[config.mk]
export PLATFORM = sky130hd
export DESIGN_NAME = line_trig_shaper
export DESIGN_NICKNAME = d
export VERILOG_FILES = /design/src/rtl/line_trig_pkg.sv /design/src/rtl/line_trig_shaper_toggle_edge_det.sv /design/src/rtl/line_trig_shaper.sv
export SDC_FILE = /design/constraint.sdc
export NUM_CORES = 1
export LEC_CHECK = 0
export BUFFER_PORTS_ARGS = -buffer_cell sky130_fd_sc_hd__buf_2
export CORE_MARGIN = 4
export CORE_UTILIZATION = 30
export DETAILED_ROUTE_END_ITERATION = 8
export PLACE_DENSITY_LB_ADDON = 0.05
export SYNTH_ARGS = -nofsm -noshare
export SYNTH_HDL_FRONTEND = slang
export SYNTH_SLANG_ARGS = --single-unit
[constraint.sdc]
create_clock -name fclk -period 6 [get_ports fclk]
set_input_delay 1.2 -clock fclk [delete_from_list [all_inputs] [get_ports fclk]]
set_output_delay 1.2 -clock fclk [all_outputs]
set_load 0.02 [all_outputs]
[src/rtl/line_trig_pkg.sv]
// Shared constants for the line trigger shaper: FSM state encoding and
// trigger synchroniser depth.
package line_trig_pkg;

  localparam int SYNC_STAGES = 2;

  localparam logic [1:0] ST_IDLE    = 2'd0;
  localparam logic [1:0] ST_PULSE   = 2'd1;
  localparam logic [1:0] ST_HOLDOFF = 2'd2;

endpackage

[src/rtl/line_trig_shaper_toggle_edge_det.sv]
// Toggle-coded trigger to single-cycle event converter. Both level changes of
// i_toggle produce one registered event pulse.
module toggle_edge_det
  import line_trig_pkg::*;
(
  input  logic fclk,
  input  logic rst,
  input  logic i_toggle,
  output logic o_event
);

  logic [SYNC_STAGES-1:0] r_sync;
  logic                   r_event;

  // Reset preloads the delay line with the live input so release is quiet.
  always_ff @(posedge fclk) begin
    if (rst) begin
      r_sync  <= {SYNC_STAGES{i_toggle}};
      r_event <= 1'b0;
    end else begin
      r_sync  <= {r_sync[SYNC_STAGES-2:0], i_toggle};
      r_event <= r_sync[SYNC_STAGES-1] ^ r_sync[SYNC_STAGES-2];
    end
  end

  assign o_event = r_event;

endmodule

[src/rtl/line_trig_shaper.sv]
// Camera Link CC1 line trigger shaper with frame gating and holdoff.
// Optional saturating overrun counter enabled by LINE_TRIG_OVERRUN_CNT_EN.
module line_trig_shaper
  import line_trig_pkg::*;
#(
  parameter int PW_W  = 16,
  parameter int PER_W = 32,
  parameter int LN_W  = 16
) (
  input  logic             fclk,
  input  logic             rst,
  input  logic             trigToggle,
  input  logic             enable,
  input  logic [PW_W-1:0]  pulseWidth,
  input  logic [PER_W-1:0] minPeriod,
  input  logic [LN_W-1:0]  linesPerFrame,
  output logic             cc1Out,
  output logic             fvalOut,
  output logic [LN_W-1:0]  lineCount,
  output logic [LN_W-1:0]  overrunCount,
  output logic             busy
);

  logic             w_event;
  logic             w_accept;
  logic [PW_W-1:0]  w_pw_eff;
  logic             w_pulse_done;
  logic             w_hold_done;
  logic             w_frame_full;
  logic             w_close_on_accept;

  logic [1:0]       r_state;
  logic [PW_W-1:0]  r_pw_lat;
  logic [PW_W-1:0]  r_pw_cnt;
  logic [PER_W-1:0] r_mp_lat;
  logic [PER_W-1:0] r_per_cnt;
  logic [LN_W-1:0]  r_lpf_lat;
  logic [LN_W-1:0]  r_line;
  logic             r_fval;

  logic             r_cc1_o;
  logic             r_fval_o;
  logic [LN_W-1:0]  r_line_o;
  logic             r_busy_o;

  toggle_edge_det u_edge_det (
    .fclk     (fclk),
    .rst      (rst),
    .i_toggle (trigToggle),
    .o_event  (w_event)
  );

  assign w_accept     = w_event && (r_state == ST_IDLE) && enable;
  assign w_pw_eff     = (pulseWidth == {PW_W{1'b0}}) ? PW_W'(1) : pulseWidth;
  assign w_pulse_done = (r_pw_cnt >= r_pw_lat);
  // Widened compare so minPeriod of 0 does not underflow.
  assign w_hold_done  = (({1'b0, r_per_cnt} + (PER_W+1)'(1)) >= {1'b0, r_mp_lat});
  assign w_frame_full = (r_lpf_lat != {LN_W{1'b0}}) && (r_line == r_lpf_lat);
  assign w_close_on_accept = r_fval && (linesPerFrame != {LN_W{1'b0}}) &&
                             (r_line >= linesPerFrame);

  // Main FSM: pulse timing, holdoff and frame/line bookkeeping.
  always_ff @(posedge fclk) begin
    if (rst) begin
      r_state   <= ST_IDLE;
      r_pw_lat  <= {PW_W{1'b0}};
      r_pw_cnt  <= {PW_W{1'b0}};
      r_mp_lat  <= {PER_W{1'b0}};
      r_per_cnt <= {PER_W{1'b0}};
      r_lpf_lat <= {LN_W{1'b0}};
      r_line    <= {LN_W{1'b0}};
      r_fval    <= 1'b0;
    end else begin
      case (r_state)
        ST_IDLE: begin
          if (w_accept) begin
            r_state   <= ST_PULSE;
            r_pw_lat  <= w_pw_eff;
            r_mp_lat  <= minPeriod;
            r_lpf_lat <= linesPerFrame;
            r_pw_cnt  <= PW_W'(1);
            r_per_cnt <= {PER_W{1'b0}};
            r_fval    <= 1'b1;
            r_line    <= w_close_on_accept ? LN_W'(1) : (r_line + LN_W'(1));
          end else if (!enable) begin
            r_fval <= 1'b0;
            r_line <= {LN_W{1'b0}};
          end else begin
            r_state <= ST_IDLE;
          end
        end
        ST_PULSE: begin
          if (r_per_cnt != {PER_W{1'b1}}) begin
            r_per_cnt <= r_per_cnt + PER_W'(1);
          end else begin
            r_per_cnt <= r_per_cnt;
          end
          if (w_pulse_done) begin
            r_state <= ST_HOLDOFF;
            if (w_frame_full) begin
              r_fval <= 1'b0;
              r_line <= {LN_W{1'b0}};
            end else begin
              r_fval <= r_fval;
            end
          end else begin
            r_pw_cnt <= r_pw_cnt + PW_W'(1);
          end
        end
        ST_HOLDOFF: begin
          if (r_per_cnt != {PER_W{1'b1}}) begin
            r_per_cnt <= r_per_cnt + PER_W'(1);
          end else begin
            r_per_cnt <= r_per_cnt;
          end
          if (w_hold_done) begin
            r_state <= ST_IDLE;
            if (!enable) begin
              r_fval <= 1'b0;
              r_line <= {LN_W{1'b0}};
            end else begin
              r_fval <= r_fval;
            end
          end else begin
            r_state <= ST_HOLDOFF;
          end
        end
        default: begin
          r_state <= ST_IDLE;
        end
      endcase
    end
  end

`ifdef LINE_TRIG_OVERRUN_CNT_EN
  logic            w_reject;
  logic [LN_W-1:0] r_ovr;

  assign w_reject = w_event && !w_accept;

  // Saturating count of requests that could not start a pulse.
  always_ff @(posedge fclk) begin
    if (rst) begin
      r_ovr <= {LN_W{1'b0}};
    end else if (w_reject && (r_ovr != {LN_W{1'b1}})) begin
      r_ovr <= r_ovr + LN_W'(1);
    end else begin
      r_ovr <= r_ovr;
    end
  end

  assign overrunCount = r_ovr;
`else
  assign overrunCount = {LN_W{1'b0}};
`endif

  // Output stage; keeps cc1Out and fvalOut edges aligned.
  always_ff @(posedge fclk) begin
    if (rst) begin
      r_cc1_o  <= 1'b0;
      r_fval_o <= 1'b0;
      r_line_o <= {LN_W{1'b0}};
      r_busy_o <= 1'b0;
    end else begin
      r_cc1_o  <= (r_state == ST_PULSE);
      r_fval_o <= r_fval;
      r_line_o <= r_line;
      r_busy_o <= (r_state != ST_IDLE);
    end
  end

  assign cc1Out    = r_cc1_o;
  assign fvalOut   = r_fval_o;
  assign lineCount = r_line_o;
  assign busy      = r_busy_o;

endmodule

; ---- Word-level counts from Yosys, hierarchy flattened
; Index checks and enable logic that the tools add are counted.
[op_classes]
muxes = 26
reduce_logical = 19
magnitude_cmp = 3
n_addsub = 4
shifts = 0
div_mod_pow = 0
n_eq_ne = 11
n_bitwise = 1
n_mul = 0
[ops]
columns = operator, n
row1 = 16-bit two-way mux, 9
row2 = 32-bit two-way mux, 2
row3 = 32-bit case mux with 2 select lines, 1
row4 = 16-bit case mux with 3 select lines, 1
row5 = "32-bit by 1-bit adder with 33-bit output, second input constant", 1
row6 = 33-bit by 32-bit greater-or-equal comparator with 1-bit output, 1
row7 = "16-bit by 1-bit adder with 16-bit output, second input constant", 2
row8 = "32-bit by 1-bit adder with 32-bit output, second input constant", 1
row9 = 16-bit greater-or-equal comparator, 2
row10 = "32-bit != test, second input constant", 1
row11 = 16-bit case mux with 2 select lines, 1
row12 = 16-bit nonzero test, 2
row13 = 16-bit equality test, 1
row14 = 16-bit logical NOT, 1
row15 = 2-bit two-way mux, 5
row16 = "2-bit != test, second input constant", 5
row17 = 2-bit case mux with 3 select lines, 1
row18 = 3-bit AND reduction, 2
row19 = 2-bit nonzero test, 3
row20 = 1-bit logical AND, 5
row21 = 1-bit two-way mux, 5
row22 = 2-bit AND reduction, 2
row23 = 4-bit AND reduction, 1
row24 = "3-bit != test, second input constant", 1
row25 = other kinds (8), 8
[word_totals]
elab_cells = 78
mem_bits_ro = 0
ff_bits = 153
n_memories = 0
ramBits = 0
latchBits = 0
output_inout_bits = 35

; ---- Depth between registers and ports, before layout
; Gate-level depths: netlist of run 1.
[depth]
ltp_word = 6
ltp_mapped = 15
ltp_nobuf = 14

; ---- Modules after synthesis
; From an unflattened synthesis of run 1, not the netlist that was laid out.
[hier_totals]
hier_cells = 1124
area_unflattened_um2 = 8792.2
[by_module_without_submodules]
columns = mod, area_per_inst_um2, cells_per_inst, seq_area_each_um2, n_inst
row1 = line_trig_shaper, 8704.6, 1118, 3002.9, 1
row2 = toggle_edge_det, 87.6, 6, 60.1, 1

; ---- Least setup slack after synthesis of run 1
; Ideal clock, no wire load.
[synth_path]
kind = input to register
start = in linesPerFrame[1]
end = reg r_line[12]
cell_stages = 10
setup_slack_ns = 2.399
arrival_ns = 3.527
path_cell_list = inv_1 > ha_1 > or4_4 > a21oi_2 > a2111oi_1 > o311a_4 > or3_4 > buf_6 > or4_1 > o211ai_2
[synth_via]
elab_chain_cells = 6
word_cells_on_any_way = 7
[synth_rtl]
columns = element, line
row1 = start: declaration, line_trig_shaper.sv:16  ; input logic [LN_W-1:0] linesPerFrame,
row2 = "parallel branches: the longest is 2 deep, another holds 16-bit greater-or-equal comparator", -
row3 = 1-bit logical AND *, line_trig_shaper.sv:59  ; assign w_close_on_accept = r_fval && (linesPerFrame != {LN_W{1'b0}}) &&
row4 = 16-bit two-way mux *, line_trig_shaper.sv:84  ; r_line <= w_close_on_accept ? LN_W'(1) : (r_line + LN_W'(1));
row5 = 16-bit two-way mux *, line_trig_shaper.sv:76  ; if (w_accept) begin
row6 = 16-bit case mux with 3 select lines *, line_trig_shaper.sv:74  ; case (r_state)
row7 = end signal: assignment, line_trig_shaper.sv:71  ; r_line <= {LN_W{1'b0}};
row8 = end signal: assignment, line_trig_shaper.sv:84
row9 = end signal: assignment, line_trig_shaper.sv:87  ; r_line <= {LN_W{1'b0}};
row10 = end: declaration, line_trig_shaper.sv:38  ; logic [LN_W-1:0] r_line;
; Every way passes the cells marked *.
; A chain may end at the register's enable or synchronous reset.

; ---- Final worst setup path of run 1
[layout_path]
start = reg r_per_cnt[0]
end = reg r_fval
[layout_via]
elab_chain_cells = 4
[layout_rtl]
columns = element, line
row1 = start: declaration, line_trig_shaper.sv:36  ; logic [PER_W-1:0] r_per_cnt;
row2 = start signal: assignment, line_trig_shaper.sv:69  ; r_per_cnt <= {PER_W{1'b0}};
row3 = start signal: assignment, line_trig_shaper.sv:82  ; r_per_cnt <= {PER_W{1'b0}};
row4 = start signal: assignment, line_trig_shaper.sv:94  ; r_per_cnt <= r_per_cnt + PER_W'(1);
row5 = 32-bit by 1-bit adder with 33-bit output, line_trig_shaper.sv:57  ; assign w_hold_done = (({1'b0, r_per_cnt} + (PER_W+1)'(1)) >= {1'b0, r_mp_lat});
row6 = 33-bit by 32-bit greater-or-equal comparator with 1-bit output, line_trig_shaper.sv:57
row7 = 2-bit != test (no source line), -
row8 = 4-bit AND reduction (no source line), -
row9 = end signal: assignment, line_trig_shaper.sv:104  ; r_fval <= r_fval;
row10 = end signal: assignment, line_trig_shaper.sv:122  ; r_fval <= r_fval;
row11 = end: declaration, line_trig_shaper.sv:39  ; logic r_fval;
; No other way between the ends.

==> results.ini, run 1 <==
[routing]
drc = 0
wirelength_um = 24400
viasPerCell = 4.88
wl_per_cell_um = 15.8
ant_nets = 0
drtPass1Iterations = 4
vias = 7542
drt-initial-drc-count = 343

[worst_setup_path]
reg2reg_from = r_per_cnt[0]
regToRegEndpoint = r_fval
end_kind = flop
start_kind = flop
worst-path-max-fanout = 11
worst_ep_arrival_time_ns = 4.87
r2r_slack_ns = 1.47
crit_type = flop to flop
crit_required_ns = 6.34
r2r_cells = 14

[flow_run]
cap_viol_max_count = 0

[synth]
yosysSeqAreaShare = 0.356
ys_seq_elements = 153
yosysMostFrequentCell = nand2_1
async_reset_ff_frac = 0
synth_area_sq_mm = 0.00862
ys.flop_type = dfxtp_1
yosys.area.top_type = dfxtp_1
yosys-top-cells-area = dfxtp_1 36%, ha_1 10%, nand2_1 8.3%, a21oi_1 7.1%, xnor2_1 3.7%
yosysTopAreaCellShare = 0.356
synth.distinct_cells = 67
syn_inst = 1098
synth_warnings = 0
avgSynthCellArea_sq_um = 7.85
synth_common_cells = 190 x nand2_1, 153 x dfxtp_1, 122 x a21oi_1, 73 x inv_1, 71 x ha_1
synth_edf_count = 0

[placement]
dp_hpwl_um = 17200
portBuffers = 86
gp_congestion = 0.801
dp.cells = 1513

[cells_and_area]
antennaDiodeCount = 0
final_cells = 1545
drive_gt1_frac = 0.122
regArea_sq_mm = 0.00306
multiInputGateArea_sq_mm = 0.00501
syn2layout_area_growth_pct = 15.0
final.fill_count = 3078
fin_nets = 1293

[clocking]
clkLatencyLatePin_ns = 0.43
clkSinkCount = 153
cts_max_level = 4
ctsResizeCount = 0
ctsHoldBuffers = 0
cts_setup_buffers = 0
path_clk_slew_ns = 0.06
cts_tree = yes
cts_buffers = 17
clock_path_buffers = 2
clock_tree.root_cell = clkbuf_16

[power_and_ir_drop]
irDropWorstVdd_mv = 0.162
leakage_uw = 0.00389
p_per_area_mw_per_mm2 = 250

[floorplan]
die_area_sq_mm = 0.0315
placementRows = 61
core_area_sq_mm = 0.0281
fp.dieW_um = 177
io_pins = 103
die_h_um = 177
start_util = 0.307

[timing]
finalHoldViolations = 0
fin_setup_tns_ns = 0
setup_viol = 0
fin_crit_ns = 4.53
slew-limit-headroom = 0.373
worst_hold_slack_ns = 0.454
post-route-period-util = 0.756
drv_slew = 0
tightest_slew_ns = 0.937
timing.fmax_mhz = 221
clock_skew_ns = 0.0112
grt_setup_unrepaired = no

[grt]
antenna_found_initial = 0
grt_pass1_vias = 7550
grt_max_degree = 68
grt_overflow = 0
grt_usage = 0.158
grt_first_pass_wirelength_um = 39900

[worst_hold_path]
hp-start = r_mp_lat[6]
hold-path-cell-count = 2
hp-class = flop to flop
holdPathEnd = r_mp_lat[6]

[run_status]
status = finished, final reports clean

-- stage by stage --
stage | utilization | setup slack, ns | total power [uW] | area [sq um]
after floorplan | - | 2.40 | 1300 | 8670
after global placement | 0.332 | 1.54 | 1410 | 9320
after detailed placement | 0.332 | 1.42 | 1410 | 9320
after CTS | 0.353 | 1.40 | 2510 | 9900
after global routing | 0.353 | 0.893 | 2590 | 9900
final | 0.353 | 1.47 | 2470 | 9900
-- cell usage in the layout, fill, tap and decap left out, types with 16 or more instances in the layout --
master / netlist / routed
nand2_1: 190 / 190
dfxtp_1: 153 / 153
a21oi_1: 122 / 122
buf_2: 2 / 85
inv_1: 73 / 73
ha_1: 71 / 71
nand3_1: 58 / 57
nor2_1: 54 / 54
xnor2_1: 36 / 36
o21ai_0: 27 / 27
nand4_1: 21 / 21
xor2_1: 19 / 19
nor2b_1: 19 / 19
o31ai_1: 19 / 19
nor4_1: 17 / 17
clkbuf_16: 0 / 17
conb_1: 1 / 16
-- cell families (layout without fill, tap and decap cells) --
kind of cell             after synthesis  count (layout)  synth area share
AO/OA/AOI/OAI                        231             231             0.164
adder cells (fa/ha/maj)               71              71             0.103
AND/OR/NAND/NOR                      440             440             0.247
buffers and inverters                145             199            0.0713
flip-flops                           153             153             0.356
multiplexers                           2               2           0.00247
XOR/XNOR                              55              55            0.0559
other                                  1              16          0.000435
-- worst max-delay path by stage --
stage	start	to	slack (ns)	cells past startpoint
final	r_per_cnt[0]	r_fval	1.47	14
after detailed placement	r_per_cnt[0]	r_fval	1.42	14
after CTS	r_per_cnt[0]	r_fval	1.40	14
after floorplan	linesPerFrame[1]	r_line[12]	2.40	10
after global routing	r_per_cnt[0]	r_line[6]	0.89	14
after global placement	r_per_cnt[0]	r_fval	1.54	14
-- metal layers --
metal	vias up	track usage	part of all wire
li1	3901	-	-
met1	3511	0.211	0.49
met2	110	0.268	0.47
met3	20	0.0236	0.031
met4	0	0.0374	0.011
met5	-	0	0
-- worst max-delay path, cell delays in order (launching register included) --
cell and delay [ns]:
dfxtp_1 0.42, ha_1 0.29, and4_1 0.28, nand3_1 0.36, nor2_1 0.32, nand3_1 0.12, xnor2_1 0.17, ha_1 0.33
nand4_1 0.15, nor4_1 0.50, nand2_1 0.10, a31oi_1 0.28, a311o_1 0.44, nand2_1 0.40, o31ai_1 0.29
-- state kept, by name (all words and copies together), names as in the netlist --
name                flops
fvalOut                 1
lineCount              16
r_lpf_lat              16
u_edge_det.o_event      1
r_line                 16
u_edge_det.r_sync       2
r_per_cnt              32
busy                    1
r_mp_lat               32
r_fval                  1
r_pw_lat               16
r_state                 2
cc1Out                  1
r_pw_cnt               16
-- layout make-up --
class	count	area share
clock inverters	13	0.0148
inverters	73	0.0277
multi-input cells	815	0.506
repair buffers	94	0.0498
clock buffers	19	0.0447
well taps	378	0.0478
flip-flops and latches	153	0.309
-- report_power, final --
part	leakage [uW]	internal, uW	switching (uW)
sequential	0.00124	1040	18.5
clock	0.000283	628	468
combinational	0.00236	95.6	221
No activity file was read; power rests on OpenSTA's default activity.
==> run 2, diff against run 1 <==
==> constraint.sdc (replaced) <==
create_clock -name fclk -period 4.7 [get_ports fclk]
set_input_delay 0.94 -clock fclk [delete_from_list [all_inputs] [get_ports fclk]]
set_output_delay 0.94 -clock fclk [all_outputs]
set_load 0.02 [all_outputs]
==> results.ini, run 2 (synthesis gave the netlist of run 1 again) <==
[routing]
vias = 7612  ; +0.93%
viasPerCell = 4.91  ; +0.60%
drt-initial-drc-count = 368  ; +7.3%
wirelength_um = 24800  ; +1.3%
wl_per_cell_um = 16.0  ; +0.95%
ant_nets = 0  ; unchanged
drtPass1Iterations = 5  ; +1
drc = 0  ; unchanged

[timing]
drv_slew = 0  ; unchanged
setup_viol = 0  ; unchanged
fin_setup_tns_ns = 0  ; unchanged
tightest_slew_ns = 0.890  ; -0.0469 ns
post-route-period-util = 0.893  ; +0.138
fin_crit_ns = 4.20  ; -0.336 ns
grt_setup_unrepaired = no
finalHoldViolations = 0  ; unchanged
timing.fmax_mhz = 238  ; +8.0%
clock_skew_ns = 0.0118  ; +0.000637 ns
slew-limit-headroom = 0.405  ; +0.0324

[power_and_ir_drop]
swShare = 0.287  ; +0.000707
p_per_area_mw_per_mm2 = 319  ; +28%
total_power_uw = 3170  ; +28%
p_seq_frac = 0.426  ; -0.003
leakage_uw = 0.00390  ; +0.47%
power_frac_comb = 0.130  ; +0.002
clock_power_share = 0.443  ; about the same
irDropWorstVdd_mv = 0.222  ; +37%
power_switching_uw = 911  ; +29%
internal_power_uw = 2260  ; +28%

[grt]
grt_usage = 0.159  ; +0.00120
grt_max_degree = 81  ; +19%
grt_overflow = 0  ; unchanged
antenna_found_initial = 0  ; unchanged
grt_pass1_vias = 7531  ; -0.25%
grt_first_pass_wirelength_um = 40200  ; +0.74%

[clocking]
ctsHoldBuffers = 0  ; unchanged
path_clk_slew_ns = 0.07  ; about the same
clkSinkCount = 153  ; unchanged
ctsResizeCount = 0  ; unchanged
cts_buffers = 17  ; unchanged
cts_setup_buffers = 0  ; unchanged
clock_path_buffers = 2  ; unchanged
clkLatencyLatePin_ns = 0.43  ; about the same
clock_tree.root_cell = clkbuf_16
cts_tree = yes
cts_max_level = 4  ; unchanged

[cells_and_area]
final_cells = 1550  ; +0.32%
final.fill_count = 3096  ; +0.58%
fin_nets = 1298  ; +0.39%
syn2layout_area_growth_pct = 15.4
antennaDiodeCount = 0  ; unchanged
layout_commonest_cell = nand2_1
drive_gt1_frac = 0.125  ; +0.00289
reg.largest.list = r_mp_lat: 32 flops, r_per_cnt: 32 flops
mostFrequentLayoutCells = 190 x nand2_1, 153 x dfxtp_1, 122 x a21oi_1, 85 x buf_2, 73 x inv_1
stdcell_area_sq_mm = 0.00994  ; +0.35%

[worst_setup_path]
r2r_cells = 14  ; unchanged
r2r_slack_ns = 0.50  ; -0.96 ns
worst-path-max-fanout = 11  ; unchanged
cp_slowest_cell = nor4_1
start_kind = flop
crit_required_ns = 5.03  ; -1.31 ns
worst_ep_arrival_time_ns = 4.53  ; -0.34 ns
worstSetupStartpoint = r_per_cnt[0]
end_kind = flop
max_stage_delay_ns = 0.52  ; +0.02 ns
crit_end = r_fval
crit_type = flop to flop
worstPathCellList = ha_1, and4_1, nand3_1, nor2_1, nand3_1, xnor2_1, ha_1, nand4_1, nor4_1, nand2_1, a31oi_1, a311o_1, nand2_1, o31ai_1
reg2reg_from = r_per_cnt[0]
regToRegEndpoint = r_fval

[floorplan]
die_h_um = 177  ; unchanged
start_util = 0.307  ; unchanged
core_area_sq_mm = 0.0281  ; unchanged
placementRows = 61  ; unchanged
io_pins = 103  ; unchanged
fp.dieW_um = 177  ; unchanged
die_area_sq_mm = 0.0315  ; unchanged

[run_status]
status = finished, final reports clean

[flow_run]
cap_viol_max_count = 0  ; unchanged

[placement]
dp.cells = 1518  ; +0.33%
dp_hpwl_um = 17300  ; +0.28%
portBuffers = 86  ; unchanged
gp_congestion = 0.794  ; -0.76%
dpl_cell_area_sq_mm = 0.00935  ; +0.40%

[worst_hold_path]
hp-class = flop to flop

## run 2: cell count changes in the layout (fill, tap and decap cells not counted), sizes merged
cell and delta:
buf +5, clkbuf +1, clkinvlp +1, clkinv -4
inv +2
## run 2: how the worst min path moves through the flow
stage	start	endpoint	slack, ns	depth (start not counted)
2_1_floorplan	r_fval	fvalOut	0.43	2
3_3_place_gp	r_mp_lat[18]	r_mp_lat[18]	0.44	2
3_5_place_dp	r_mp_lat[1]	r_mp_lat[1]	0.45	2
4_1_cts	r_mp_lat[1]	r_mp_lat[1]	0.46	2
5_1_grt	r_mp_lat[17]	r_mp_lat[17]	0.47	2
6_report	r_mp_lat[13]	r_mp_lat[13]	0.45	2
## run 2: metrics by stage
stage	hold slack (ns)	util	worst slack, ns
floorplan	0.428	-	1.15
global placement	0.444	0.333	0.568
detailed placement	0.448	0.333	0.537
CTS	0.458	0.354	0.484
global route	0.474	0.354	0.0458
finish	0.453	0.354	0.502
## run 2: area by class of cell
class,instances,area [sq um],share of cell area
clock inverter,12,140,0.0141
multi-input combinational,815,5010,0.504
inverter,73,274,0.0276
clock buffer,20,447,0.0449
tap,378,473,0.0476
sequential,153,3060,0.308
timing repair buffer,99,531,0.0534
## run 2: worst max-delay path, delay by kind of cell, from the launching register on
kind            cells  cell delay, ns
simple gates        8            2.16
compound gates      3            0.78
fa+ha+maj           2            0.60
flops               1            0.41
xor+xnor            1            0.16
## run 2: per-layer routing
metal	part of all wire	wire, um	vias up	GRT usage
met5	0	0	-	0
met4	0.0073	180	0	0.0342
met3	0.037	921	13	0.0285
met2	0.47	11500	127	0.262
met1	0.49	12100	3559	0.218
li1	-	-	3913	-
## run 2: power by group through the flow
stage | combinational [uW] | sequential [uW] | clock, uW
finish | 414 | 1350 | 1410
global route | 465 | 1360 | 1510
CTS | 422 | 1350 | 1460
detailed placement | 419 | 1380 | 0
global placement | 422 | 1380 | 0
floorplan | 279 | 1380 | 0
==> run 3, diff against run 2 <==
--- a/config.mk
+++ b/config.mk
@@ -6,10 +6,13 @@
 export NUM_CORES = 1
 export LEC_CHECK = 0
 export BUFFER_PORTS_ARGS = -buffer_cell sky130_fd_sc_hd__buf_2
+export CELL_PAD_IN_SITES_DETAIL_PLACEMENT = 0
+export CELL_PAD_IN_SITES_GLOBAL_PLACEMENT = 1
 export CORE_MARGIN = 4
 export CORE_UTILIZATION = 30
 export DETAILED_ROUTE_END_ITERATION = 8
 export PLACE_DENSITY_LB_ADDON = 0.05
+export REMOVE_ABC_BUFFERS = 1
 export SYNTH_ARGS = -nofsm -noshare
 export SYNTH_HDL_FRONTEND = slang
 export SYNTH_SLANG_ARGS = --single-unit
==> results.ini, run 3 (synthesis gave the netlist of run 1 again) <==
[grt]
grt_first_pass_wirelength_um = 40100  ; -0.24%
grt_max_degree = 94  ; +16%
grt_overflow = 0  ; unchanged
antenna_found_initial = 0  ; unchanged
grt_usage = 0.159  ; about the same
grt_pass1_vias = 7317  ; -2.8%

[cells_and_area]
antennaDiodeCount = 0  ; unchanged
reg.largest.list = r_mp_lat: 32 flops, r_per_cnt: 32 flops
drive_gt1_frac = 0.126  ; +0.000960
final_cells = 1549  ; -0.065%
layout_commonest_cell = nand2_1
fin_nets = 1297  ; -0.077%
syn2layout_area_growth_pct = 15.6
mostFrequentLayoutCells = 190 x nand2_1, 153 x dfxtp_1, 122 x a21oi_1, 85 x buf_2, 73 x inv_1

[placement]
dp_hpwl_um = 17300  ; +0.27%
place_ws_ns = 0.631  ; +0.0938 ns
dp.cells = 1517  ; -0.066%
gp_congestion = 0.755  ; -4.9%
portBuffers = 86  ; unchanged

[power_and_ir_drop]
leakage_uw = 0.00392  ; +0.35%
irDropWorstVdd_mv = 0.207  ; -6.4%
p_per_area_mw_per_mm2 = 322  ; +0.93%

[routing]
wl_per_cell_um = 15.9  ; -0.63%
drt-initial-drc-count = 349  ; -5.2%
viasPerCell = 4.83  ; -1.6%
drtPass1Iterations = 4  ; -1
wirelength_um = 24600  ; -0.70%
drc = 0  ; unchanged
vias = 7486  ; -1.7%
ant_nets = 0  ; unchanged

[floorplan]
core_area_sq_mm = 0.0281  ; unchanged
io_pins = 103  ; unchanged
fp.dieW_um = 177  ; unchanged
die_h_um = 177  ; unchanged
start_util = 0.307  ; unchanged
die_area_sq_mm = 0.0315  ; unchanged
placementRows = 61  ; unchanged

[worst_setup_path]
worst_ep_arrival_time_ns = 4.39  ; -0.14 ns
crit_required_ns = 5.03  ; about the same
worstPathCellList = nand3_1, or3_1, nor4b_2, nand4_1, xnor2_1, ha_1, nand3_1, or3_1, a31oi_1, a311o_1, nand2_1, o31ai_1
worst-path-max-fanout = 11  ; unchanged
cp_slowest_cell = nor4b_2
crit_type = flop to flop
start_kind = flop
max_stage_delay_ns = 0.52  ; about the same
end_kind = flop

[timing]
grt_setup_unrepaired = no
timing.fmax_mhz = 246  ; +3.3%
drv_slew = 0  ; unchanged
fin_ws_ns = 0.635  ; +0.133 ns
post-route-period-util = 0.865  ; -0.0283
slew-limit-headroom = 0.367  ; -0.0385
finalHoldViolations = 0  ; unchanged
fin_crit_ns = 4.07  ; -0.133 ns
tightest_slew_ns = 0.948  ; +0.0576 ns
clock_skew_ns = 0.0114  ; -0.000431 ns
setup_viol = 0  ; unchanged

[clocking]
path_clk_slew_ns = 0.06  ; about the same
clock_path_buffers = 2  ; unchanged
ctsHoldBuffers = 0  ; unchanged
ctsResizeCount = 0  ; unchanged
cts_buffers = 17  ; unchanged
clkLatencyLatePin_ns = 0.43  ; about the same
clkSinkCount = 153  ; unchanged
cts_max_level = 4  ; unchanged
cts_setup_buffers = 0  ; unchanged
cts_tree = yes
clock_tree.root_cell = clkbuf_16

[flow_run]
cap_viol_max_count = 0  ; unchanged

[run_status]
status = finished, final reports clean

[worst_hold_path]
hp-class = flop to flop

run 3: changes by cell type in the layout (fill, tap and decap cells not counted), sizes merged:
cell,before,now
inv,76,82
clkbuf,20,17
clkinv,4,2
buf,99,98
clkinvlp,3,2
run 3: per-stage QoR:
step / setup TNS (ns) / utilization / area [sq um] / hold slack (ns) / total power [uW]
final: 0 / 0.355 / 9960 / 0.453 / 3210
after global routing: 0 / 0.355 / 9960 / 0.476 / 3380
after CTS: 0 / 0.355 / 9960 / 0.457 / 3270
after detailed placement: 0 / 0.333 / 9360 / 0.447 / 1810
after global placement: 0 / 0.333 / 9360 / 0.444 / 1810
after floorplan: -5.23 / - / 8330 / 0.425 / 1610
run 3: layout make-up:
class	instances	area [sq um]
sequential	153	3060
inverter	73	274
timing repair buffer	98	536
clock inverter	15	178
fill	3107	18100
tap	378	473
clock buffer	17	425
multi-input combinational	815	5010
run 3: final timing paths:
path / from / endpoint / slack (ns) / cells past startpoint
worst max-delay path: r_per_cnt[10] / r_fval / 0.63 / 12
worst min register to register: r_mp_lat[9] / r_mp_lat[9] / 0.45 / 2
worst min-delay path: r_mp_lat[9] / r_mp_lat[9] / 0.45 / 2
worst max register to register: r_per_cnt[10] / r_fval / 0.63 / 12
run 3: report_power, final:
| part | total [uW] | internal (uW) | switching, uW |
|---|---|---|---|
| logic | 418 | 130 | 288 |
| clock network | 1440 | 806 | 632 |
| registers | 1350 | 1330 | 24.6 |
run 3: metal layers:
metal | vias up | part of all wire | GRT usage | wire length, um
met1 | 3474 | 0.50 | 0.225 | 12300
met2 | 98 | 0.46 | 0.258 | 11300
met5 | - | 0 | 0 | 0
li1 | 3904 | - | - | -
met4 | 0 | 0.0063 | 0.0325 | 154
met3 | 10 | 0.033 | 0.0232 | 817
run 3: worst max-delay path, delay by kind of cell (launching register included):
kind	cells	cell delay (ns)
AO/OA/AOI/OAI	3	0.84
XOR/XNOR	1	0.18
adder cells (fa/ha/maj)	1	0.30
flip-flops	1	0.42
AND/OR/NAND/NOR	7	2.21
